`config.mk`:
```
export PLATFORM = sky130hd
export DESIGN_NAME = adder_arbiter
export DESIGN_NICKNAME = d
export VERILOG_FILES = /design/src/rtl/adder_arbiter.sv
export SDC_FILE = /design/constraint.sdc
export NUM_CORES = 1
export LEC_CHECK = 0
export CORE_MARGIN = 3
export CORE_UTILIZATION = 44
export DETAILED_ROUTE_END_ITERATION = 8
export GPL_TIMING_DRIVEN = 0
export PLACE_DENSITY = 0.76
export SYNTH_ARGS = -nofsm -noshare
export SYNTH_HDL_FRONTEND = slang
export SYNTH_SLANG_ARGS = --single-unit
```
`constraint.sdc`:
```
create_clock -name i_clk -period 1.7 [get_ports i_clk]
set_clock_uncertainty 0.05 [all_clocks]
set_input_delay 0.255 -clock i_clk [delete_from_list [all_inputs] [get_ports i_clk]]
set_output_delay 0.255 -clock i_clk [all_outputs]
set_load 0.1 [all_outputs]
```
`src/rtl/adder_arbiter.sv`:
```
// Two-requester front end sharing one ripple-carry adder; round-robin grant,
// one transaction in flight, result held until the consumer accepts it.

module riple_carry_adder #(
  parameter int WIDTH = 2
) (
  input  logic [WIDTH-1:0] i_add_term1,
  input  logic [WIDTH-1:0] i_add_term2,
  output logic [WIDTH:0]   o_result
);

  logic [WIDTH:0] carry;

  always_comb begin
    carry    = '0;
    o_result = '0;
    for (int unsigned i = 0; i < WIDTH; i++) begin
      o_result[i] = i_add_term1[i] ^ i_add_term2[i] ^ carry[i];
      carry[i+1]  = (i_add_term1[i] & i_add_term2[i]) |
                    (i_add_term1[i] & carry[i]) |
                    (i_add_term2[i] & carry[i]);
    end
    o_result[WIDTH] = carry[WIDTH];
  end

endmodule

module adder_arbiter #(
  parameter int WIDTH = 2
) (
  input  logic             i_clk,
  input  logic             i_rst_n,
  input  logic             i_req0_valid,
  input  logic [WIDTH-1:0] i_req0_a,
  input  logic [WIDTH-1:0] i_req0_b,
  output logic             o_req0_ready,
  input  logic             i_req1_valid,
  input  logic [WIDTH-1:0] i_req1_a,
  input  logic [WIDTH-1:0] i_req1_b,
  output logic             o_req1_ready,
  output logic [WIDTH:0]   o_result,
  output logic             o_result_id,
  output logic             o_result_valid,
  input  logic             i_result_ready
);

  typedef enum logic [1:0] {IDLE, COMPUTE, RESULT} state_t;

  state_t           state, state_nxt;
  logic             ptr;
  logic             grant0, grant1;
  logic             xfer;
  logic [WIDTH-1:0] op_a, op_b;
  logic [WIDTH:0]   sum;

  riple_carry_adder #(.WIDTH(WIDTH)) u_adder (
    .i_add_term1 (op_a),
    .i_add_term2 (op_b),
    .o_result    (sum)
  );

  // Readies are gated by reset so nothing is offered while i_rst_n is low.
  always_comb begin
    grant0       = i_req0_valid && (!i_req1_valid || !ptr);
    grant1       = i_req1_valid && (!i_req0_valid ||  ptr);
    o_req0_ready = i_rst_n && (state == IDLE) && grant0;
    o_req1_ready = i_rst_n && (state == IDLE) && grant1;
    xfer         = o_req0_ready || o_req1_ready;
  end

  always_comb begin
    state_nxt = state;
    case (state)
      IDLE:    if (xfer) state_nxt = COMPUTE;
      COMPUTE: state_nxt = RESULT;
      RESULT:  if (i_result_ready) state_nxt = IDLE;
      default: state_nxt = IDLE;
    endcase
  end

  always_ff @(posedge i_clk or negedge i_rst_n) begin
    if (!i_rst_n) begin
      state <= IDLE;
    end else begin
      state <= state_nxt;
    end
  end

  always_ff @(posedge i_clk or negedge i_rst_n) begin
    if (!i_rst_n) begin
      ptr            <= 1'b0;
      op_a           <= '0;
      op_b           <= '0;
      o_result       <= '0;
      o_result_id    <= 1'b0;
      o_result_valid <= 1'b0;
    end else begin
      if (xfer) begin
        op_a        <= o_req1_ready ? i_req1_a : i_req0_a;
        op_b        <= o_req1_ready ? i_req1_b : i_req0_b;
        o_result_id <= o_req1_ready;
        // Pointer moves to the requester that was not granted.
        ptr         <= o_req0_ready;
      end
      if (state == COMPUTE) begin
        o_result       <= sum;
        o_result_valid <= 1'b1;
      end else if (state == RESULT && i_result_ready) begin
        o_result_valid <= 1'b0;
      end
    end
  end

endmodule

```
==> out/results.md <==
• 47.94% — Initial Util
• yes — unrepaired setup endpoints after global routing
• 4 — drt pass-1 iters
• 1.44 ns — Crit path arrival time
• 573.7 MHz — maximum clock rate
• 5.028 — via count normalized by instance count
• 0 — max cap viols
• 0 — final hold violation count
• 0 — sum of overflow across all layers after global routing
• o_req0_ready — capture point of the worst path
• sky130_fd_sc_hd__dfrtp_1 (12), sky130_fd_sc_hd__clkdlybuf4s50_1 (11), sky130_fd_sc_hd__inv_1 (9) — commonest non-fill, non-tap cells in the layout
• 13 — pin count of the biggest net entering global routing
• 0.4373 ns — tightest hold margin
• nor3b_2 -> buf_4 -> and3_4 -> buf_12 — crit path cell chain
• 19 — buffers added on ports
• 0 — antenna violations before repair
• 12 — TritonCTS sink count
• 0.26 ns — clk_lat worst skew
• 111 — net count reported at finish
• 1.244 mm — sum of routed wire length over all layers
• 0 — number of routed nets with antenna violations
• 3 — Crit Path Max Fanout
• 44.12 microns — Chip Height
• 0.40 ns — crit-path max cell delay
• 44.12 microns — die width
• sky130_fd_sc_hd__dfrtp_1 — slowest library cell on the worst path
• state[0] — worst r2r src
• 20 — I/O pins
• 1.39 ns — worst path required time
• 548 — via count of the routed design
• 109 — number of standard cells in the layout, taps in and fillers out
• 11.41 microns — Routed wire per std cell
• negative setup slack — violations in the final reports
• 1 — number of levels the H-tree was split into
• 852.1 sq um — placement-stage cell area
• 1.743 ns — Final Critical Period
• 46.97% — fraction of post-synthesis cell area in the top cell type by area
• 4 — count of cell instances traversed by the critical path
• 0 — final max-slew violation count
• sky130_fd_sc_hd__dfrtp_1 (47%), sky130_fd_sc_hd__inv_1 (5.9%), sky130_fd_sc_hd__o22a_1 (5.5%), sky130_fd_sc_hd__nand2_1 (4.7%), sky130_fd_sc_hd__o211ai_1 (4.7%) — Synth area leaders
• sky130_fd_sc_hd__clkbuf_4 — root buffer cell
• 102.5% — final period utilization
• 12 — number of register bits inferred by synthesis
• 784.4 uV — peak supply drop
• 15.07% — GRT Util Overall
• op_a[1] — critical register-to-register path endpoint
• 0.06 ns — Clk pin slew, worst setup/hold paths
• sky130_fd_sc_hd__dfrtp_1 — leading cell type in the layout, fill and taps excluded
• 0.22 ns — flop2flop setup slack
• 5 — drt initial violations
• 639.4 sq um — Netlist Area Pre-Place
• state[0] — Critical path origin
• 503 — number of global-route vias before repair
• 63.93% — Relative slew margins
• 1947 sq um — area enclosed by the die boundary
• 2 — CP bufs+invs
• 117 — Filler cells
• 3 — number of buffers created by CTS
• 52.05% — Syn-to-layout area delta
• -1.560 ns — Setup Slack @ Placement
• 98 — placed cells
• 0.4451 nW — Static Leakage
• 2 — CTS max path bufs
• sky130_fd_sc_hd__dfrtp_1 — largest area contributor in the synthesized netlist
• yes — TritonCTS clock tree
• simple AND/OR/NAND/NOR gates — family of cells with the greatest summed delay on the critical path
• 0.7074 — RD Place Congestion
• 79 — post-synth net total
• 2.049 mm — first-pass GRT wire length
• 1718 nW/um^2 — total power per unit cell area
• flip-flop to output port — kind of critical path
• 0.5436 ns — measured slew at the worst slew-check pin
• 64 — number of cells produced by synthesis
• 0 — count of yosys warnings during synthesis
• -0.04312 ns — setup ws final
• 72.89% — Final Util
• 46.97% — post-synthesis sequential area ratio
• 0 — # DRC
• 0 — ANT cells
• 919.9 microns — detailed-placement wirelength estimate
• 2 — Final setup viols
• 13 — Rows
• 972.2 sq um — post-route cell area
• 22 — number of different library cells in the post-synthesis netlist
• 6 — R2R cell count
• 28.72% — share of post-route cells with drive strength above 1
• 1334 sq um — Core Footprint
• finished with violations — result of the run
• flip-flop — startpoint class of the critical path
• flip-flop to flip-flop — type of the most critical hold path
• output port — element type at the critical path end
• 9.990 sq um — post-synthesis area per instance
## Yosys cell counts (all sizes together)
library cell and number:
a21o 1, a21oi 2, a31oi 4, and2 1, and3 1, buf 3, dfrtp 12, fa 1
ha 1, inv 10, mux2 1, nand2 8, nand2b 3, nand3 1, nor2b 1, nor3b 1
o211ai 4, o21ai 4, o22a 4, or2 1
## layout make-up
| cell class | instances | area [sq um] | area share (%) |
|---|---|---|---|
| multi-input cells | 39 | 285.3 | 29.34 |
| well taps | 15 | 18.77 | 1.931 |
| inverters | 10 | 41.29 | 4.247 |
| plain buffers | 3 | 23.77 | 2.445 |
| flip-flops and latches | 12 | 300.3 | 30.89 |
| clock buffers | 3 | 22.52 | 2.317 |
| repair buffers | 27 | 280.3 | 28.83 |
## registers in the layout, summed over array words and instances (netlist names)
name,flops
op_b,2
o_result_valid,1
state,2
op_a,2
o_result,3
o_result_id,1
ptr,1
## through the flow
step                       TNS, ns  total power, W
after CTS                  -0.1125        0.001675
final                     -0.06494        0.001671
after global routing       -0.1786        0.001768
after floorplan                  0        0.001230
after detailed placement    -5.851        0.001470
after global placement      -5.328        0.001442
## worst min-delay path by stage
stage | slack [ns] | endpoint | startpoint | depth (start not counted)
floorplan | -0.09 | o_result[0] | i_rst_n | 0
detailed placement | 0.42 | o_result[2] | o_result[2] | 2
global route | 0.46 | o_result[2] | o_result[2] | 2
finish | 0.44 | o_result[2] | o_result[2] | 2
CTS | 0.44 | o_result[2] | o_result[2] | 2
global placement | 0.42 | o_result[2] | o_result[2] | 2
## cells by family (layout without fill, tap and decap cells)
kind of cell | after synthesis | in the layout | share of synthesized area (%)
buffers and inverters | 13 | 43 | 9.589
flip-flops | 12 | 12 | 46.97
AND/OR/NAND/NOR | 17 | 17 | 16.64
adder cells (fa/ha/maj) | 2 | 2 | 5.088
AO/OA/AOI/OAI | 19 | 19 | 19.96
multiplexers | 1 | 1 | 1.761
## power breakdown
group / total, W / internal (W) / switching, W
Sequential: 0.000487 / 0.000409 / 0.0000781
Combinational: 0.00103 / 0.000327 / 0.000699
Clock: 0.000158 / 0.0000816 / 0.0000765
Total: 0.00167 / 0.000817 / 0.000853
## worst min-delay path: stages (launching register included)
cell                      delay (ns)
sky130_fd_sc_hd__dfrtp_1        0.34
sky130_fd_sc_hd__nand2_1        0.05
sky130_fd_sc_hd__o21ai_1        0.06
## repair_timing
item	CTS	global route
setup endpoints to repair	13	2
endpoints found under the hold margin	12	0
pin swaps	2	2
hold buffers	1	0
buffers inserted	5	2
resized for setup	37	0
## metal layers
layer | GRT usage (%) | routed length, microns | up-vias
met5 | 0 | 0 | -
met4 | 12.65 | 25 | 0
met3 | 2.439 | 60 | 2
met2 | 26.16 | 655 | 18
met1 | 15.64 | 502 | 252
li1 | - | - | 276
(Power assumes the default switching activity.)
